[src/rtl/if_fetch_stage_pkg.sv]
// Shared definitions for the instruction fetch stage: FSM encoding, NOP word
// and sequential PC step.
package if_fetch_stage_pkg;

  typedef enum logic [1:0] {
    ST_IDLE  = 2'd0,
    ST_REQ   = 2'd1,
    ST_HOLD  = 2'd2,
    ST_DRAIN = 2'd3
  } fetch_state_e;

  localparam logic [31:0] NOP_INSTR_C = 32'h0000_0013;
  localparam logic [31:0] PC_INC      = 32'd4;

  // Sequential successor; wraps naturally at 2^32.
  function automatic logic [31:0] next_pc(input logic [31:0] pc);
    return pc + PC_INC;
  endfunction

endpackage

[src/rtl/if_fetch_stage_skid_buf.sv]
// One-entry {instr, pc} holding buffer that catches a memory response which
// arrives while decode is stalled.
module fetch_skid_buf (
  input  logic        clk,
  input  logic        rst_n,
  input  logic        i_load,
  input  logic        i_clr,
  input  logic [31:0] i_instr,
  input  logic [31:0] i_pc,
  output logic        o_valid,
  output logic [31:0] o_instr,
  output logic [31:0] o_pc
);

  logic        r_valid;
  logic [31:0] r_instr;
  logic [31:0] r_pc;

  // Clear wins over load so a flush never leaves stale data behind.
  always_ff @(posedge clk) begin
    if (!rst_n || i_clr) begin
      r_valid <= 1'b0;
    end else if (i_load) begin
      r_valid <= 1'b1;
      r_instr <= i_instr;
      r_pc    <= i_pc;
    end
  end

  assign o_valid = r_valid;
  assign o_instr = r_instr;
  assign o_pc    = r_pc;

endmodule

[src/rtl/if_fetch_stage.sv]
// Instruction fetch stage: drives a ready/request instruction memory port and
// fills the IF/ID register, handling stalls, redirects and in-flight drains.
module if_fetch_stage
  import if_fetch_stage_pkg::*;
#(
  parameter logic [31:0] RESET_PC  = 32'h0000_0000,
  parameter logic [31:0] NOP_INSTR = NOP_INSTR_C
) (
  input  logic        clk,
  input  logic        rst_n,
  output logic        imem_req,
  output logic [31:0] imem_addr,
  input  logic [31:0] imem_rdata,
  input  logic        imem_ready,
  input  logic        stall,
  input  logic        redirect_en,
  input  logic [31:0] redirect_target,
  output logic [31:0] instr_out,
  output logic [31:0] pc_out,
  output logic        instr_valid,
  output logic        misalign_err
);

  fetch_state_e r_state;
  logic [31:0]  r_pc;
  logic [31:0]  r_req_addr;
  logic [31:0]  r_instr;
  logic [31:0]  r_pc_out;
  logic         r_valid;

  logic [31:0]  w_tgt;
  logic [31:0]  w_pc_inc;
  logic         w_buf_load;
  logic         w_buf_clr;
  logic         w_buf_valid;
  logic [31:0]  w_buf_instr;
  logic [31:0]  w_buf_pc;

  assign w_tgt    = {redirect_target[31:2], 2'b00};
  assign w_pc_inc = next_pc(r_pc);

  assign w_buf_load = (r_state == ST_REQ) && imem_ready && stall && !redirect_en;
  assign w_buf_clr  = redirect_en || ((r_state == ST_HOLD) && !stall);

  fetch_skid_buf u_skid (
    .clk     (clk),
    .rst_n   (rst_n),
    .i_load  (w_buf_load),
    .i_clr   (w_buf_clr),
    .i_instr (imem_rdata),
    .i_pc    (r_req_addr),
    .o_valid (w_buf_valid),
    .o_instr (w_buf_instr),
    .o_pc    (w_buf_pc)
  );

  always_ff @(posedge clk) begin
    if (!rst_n) begin
      r_state    <= ST_IDLE;
      r_pc       <= RESET_PC;
      r_req_addr <= RESET_PC;
      r_instr    <= NOP_INSTR;
      r_pc_out   <= 32'd0;
      r_valid    <= 1'b0;
    end else if (redirect_en) begin
      r_pc    <= w_tgt;
      r_valid <= 1'b0;
      // An unanswered request must complete at its original address first.
      case (r_state)
        ST_REQ: begin
          if (imem_ready) r_req_addr <= w_tgt;
          else            r_state    <= ST_DRAIN;
        end
        ST_DRAIN: begin
          if (imem_ready) begin
            r_state    <= ST_REQ;
            r_req_addr <= w_tgt;
          end
        end
        default: begin
          r_state    <= ST_REQ;
          r_req_addr <= w_tgt;
        end
      endcase
    end else begin
      case (r_state)
        ST_IDLE: begin
          r_state    <= ST_REQ;
          r_req_addr <= r_pc;
        end
        ST_REQ: begin
          if (imem_ready) begin
            r_pc <= w_pc_inc;
            if (stall) begin
              r_state <= ST_HOLD;
            end else begin
              r_instr    <= imem_rdata;
              r_pc_out   <= r_req_addr;
              r_valid    <= 1'b1;
              r_req_addr <= w_pc_inc;
            end
          end else if (!stall) begin
            r_valid <= 1'b0;
          end
        end
        ST_HOLD: begin
          if (!stall) begin
            r_instr    <= w_buf_instr;
            r_pc_out   <= w_buf_pc;
            r_valid    <= w_buf_valid;
            r_state    <= ST_REQ;
            r_req_addr <= r_pc;
          end
        end
        default: begin
          if (imem_ready) begin
            r_state    <= ST_REQ;
            r_req_addr <= r_pc;
          end
        end
      endcase
    end
  end

  assign imem_req     = (r_state == ST_REQ) || (r_state == ST_DRAIN);
  assign imem_addr    = r_req_addr;
  assign instr_valid  = r_valid;
  assign instr_out    = r_valid ? r_instr : NOP_INSTR;
  assign pc_out       = r_pc_out;
  assign misalign_err = rst_n && redirect_en && (redirect_target[1:0] != 2'b00);

endmodule

[config.mk]
export PLATFORM = sky130hd
export DESIGN_NAME = if_fetch_stage
export DESIGN_NICKNAME = d
export VERILOG_FILES = /design/src/rtl/if_fetch_stage_pkg.sv /design/src/rtl/if_fetch_stage_skid_buf.sv /design/src/rtl/if_fetch_stage.sv
export SDC_FILE = /design/constraint.sdc
export NUM_CORES = 1
export LEC_CHECK = 0
export ABC_AREA = 1
export ABC_CLOCK_PERIOD_IN_PS = 6300
export CORE_MARGIN = 10
export CORE_UTILIZATION = 52
export CTS_BUF_LIST = sky130_fd_sc_hd__clkbuf_8 sky130_fd_sc_hd__clkbuf_16
export DETAILED_ROUTE_END_ITERATION = 10
export GPL_ROUTABILITY_DRIVEN = 0
export PLACE_DENSITY = 0.85
export SLEW_MARGIN = 20
export SYNTH_ARGS = -nofsm -noshare
export SYNTH_HDL_FRONTEND = slang
export SYNTH_SLANG_ARGS = --single-unit
[constraint.sdc]
create_clock -name clk -period 6.3 [get_ports clk]
set_input_delay 1.89 -clock clk [delete_from_list [all_inputs] [get_ports clk]]
set_output_delay 1.89 -clock clk [all_outputs]
set_load 0.005 [all_outputs]
==> flow_metrics.py <==
metrics = {
    "status": {
        "status": "completed",
    },
    "sta": {
        "max_freq_ghz": 0.202,
        "hold_viol": 0,
        "fin_hold_ws_ps": 457,
        "min_period_ps": 4940,
        "grt_setup_unrepaired": "false",
        "setup_viol": 0,
        "clock_skew_ps": 6.62,
        "worst_slew_margin_rel_pct": 42.5,
        "tns_ps": 0,
        "drv_slew": 0,
        "post-route-period-util_pct": 78.4,
        "worst_slew_pin_slew_ps": 863,
    },
    "drt": {
        "wl_mm": 25.8,
        "drt_first_pass_iters": 8,
        "drt.antenna.violating_nets": 0,
        "wl_per_cell_um": 17.2,
        "via_per_inst": 5.63,
        "drc_errors": 0,
        "vias": 8441,
        "initialDrtViolationCount": 759,
    },
    "worst_setup_path": {
        "critical_path.most_common_cell": "clkdlybuf4s50_1",
        "max_stage_delay_ps": 540,
        "cp.arrival_ps": 3050,
        "r2r-start": "r_state[1]$_SDFFE_PN0P_",
        "path_class": "in2out",
        "crit_path_end_kind": "output pin",
        "critPathSlowestCell": "clkdlybuf4s50_1",
        "r2r_setup_slack_ps": 2660,
        "cp_top_family": "buffers and inverters",
        "worstReg2RegEnd": "r_pc[22]$_SDFFE_PN0P_",
        "crit_fanout": 1,
        "cp.required_ps": 4410,
        "reg2regPathDepth": 9,
        "startpoint_type": "input pin",
        "path_cells": "clkdlybuf4s50_1, nor2_1, nor3_1, clkdlybuf4s50_1",
        "startpoint": "redirect_target[1]",
        "cp_num_buf_inv": 2,
    },
    "clock_network": {
        "htree_levels": 4,
        "cts_setup_buffers": 0,
        "cts_made_buffers": 17,
        "clock_latency_ps": 430,
        "clk_pin_slew_ps": 70,
        "tritoncts": "done",
        "clockBufferDepth": 2,
        "cts_root_buf": "clkbuf_16",
        "clock_sinks": 188,
        "cts.hold.buffers_added": 0,
        "cts_resized": 0,
    },
    "final_layout": {
        "area_delta_synth_final_pct": 24.8,
        "diodes": 0,
        "num-nets-final": 1341,
        "drive_gt1_share_pct": 4.85,
        "fin_util_pct": 66.3,
    },
    "worst_hold_path": {
        "holdCritStartpoint": "u_skid.o_valid$_SDFFE_PP0P_",
        "hold_depth": 2,
        "min_to": "u_skid.o_valid$_SDFFE_PP0P_",
        "hold_class": "reg2reg",
    },
    "synthesis": {
        "yosysMostFrequentCell": "nand2_1",
        "ys_types": 36,
        "synth_area_leaders": "dfxtp_1, edfxtp_1, nand2_1",
        "synth_top_area_share_pct": 28.7,
        "netlist_area_um2": 8800,
        "synthArstFlopShare_pct": 0,
        "synthCells": 1145,
        "yosys_warnings": 0,
        "ys_seq_area_share_pct": 49.8,
        "avgSynthCellArea_um2": 7.69,
        "synth_seq_cells": 188,
        "synth_area_leader_cell": "dfxtp_1",
        "synth_edf_count": 62,
        "ys.flop_type": "dfxtp_1",
        "synthTopCellsByCount": "nand2_1, o21ai_0, dfxtp_1",
    },
    "die": {
        "die_w_um": 150,
        "ioPinCount": 168,
        "rows": 47,
        "die_h_um": 150,
        "core_area_um2": 16600,
        "dieArea_um2": 22500,
        "initial_utilization_pct": 53.1,
    },
    "power": {
        "power.density_nw_per_um2": 304,
        "p_total_mw": 3.33,
        "p_leak_nw": 4.37,
        "ir_drop_v": 0.000206,
    },
    "global_route": {
        "grt.overflow.total": 0,
        "grtUsageTotal_pct": 22.1,
        "grt_pass1_vias": 7683,
        "grt_max_degree": 121,
        "grt_pass1_wl_mm": 40.2,
        "antenna_found_initial": 0,
    },
    "placement": {
        "io_buffers": 163,
        "dp.final_hpwl_mm": 17.1,
    },
    "flow_run": {
        "drv_cap": 0,
    },
}
[worst max-delay path by stage]
stage,cells past startpoint,end
floorplan,5,u_skid.o_instr[0]$_DFFE_PP_
global placement,4,misalign_err
detailed placement,4,misalign_err
CTS,4,misalign_err
global route,4,misalign_err
finish,4,misalign_err
[cell usage in the layout (no fill, tap or decap), types with 5 or more instances in the layout]
cell type / n
a21oi_1: 93
a31oi_1: 64
buf_4: 8
clkbuf_16: 17
clkdlybuf4s50_1: 161
dfxtp_1: 126
edfxtp_1: 62
ha_1: 5
inv_1: 82
inv_2: 7
nand2_1: 327
nand3_1: 49
nor2_1: 75
o211ai_1: 5
o21ai_0: 128
o21ai_1: 19
xor2_1: 6
[cell type report]
type                            instances  area (µm²)
Fill cell                            1369        5600
Sequential cell                       188        4380
Multi-Input combinational cell        798        3720
Timing Repair Buffer                  172        1710
Clock buffer                           17         425
Inverter                               89         335
Tap cell                              220         275
Clock inverter                         15         138
[logic make-up after synthesis]
family / share of synthesized area, %
adder cells (fa/ha/maj): 0.853
AO/OA/AOI/OAI: 19.3
buffers and inverters: 8.17
AND/OR/NAND/NOR: 21.3
XOR/XNOR: 0.597
flip-flops: 49.8
other: 0.0426
[stage by stage]
step,instances,area (µm²),setup slack [ps]
final,1499,11000,1360
after CTS,1498,11000,1350
after floorplan,1148,8810,743
after global placement,1466,10400,1340
after global routing,1499,11000,1260
after detailed placement,1466,10400,1350
[per-layer routing]
layer  share of wire, %  vias up  track usage (%)
li1                   -     4087                -
met1                 42     3933             28.3
met2                 48      373             36.8
met3                8.2       48             4.47
met4                2.4        0             7.29
met5                  0        -                0
[report_power, final]
group          switching [mW]  internal (mW)  total (mW)
combinational           0.439          0.331       0.770
clock                   0.485          0.551        1.04
sequential              0.126           1.40        1.53
[worst register-to-register path, stage by stage, from the launching register on]
cell     delay [ps]
dfxtp_1         350
inv_1           140
ha_1            740
inv_2           390
nand2_2         380
inv_2           150
nor2_4          570
inv_2           450
a21oi_1         260
a21oi_1          90
[registers in the layout, summed over array words and instances, names as in the netlist]
register and cells:
r_instr 32, u_skid.o_instr 32, imem_addr 30, pc_out 30
r_pc 30, u_skid.o_pc 30, r_state 2, instr_valid 1
u_skid.o_valid 1
Note: power is estimated with default switching activity, not from simulation.
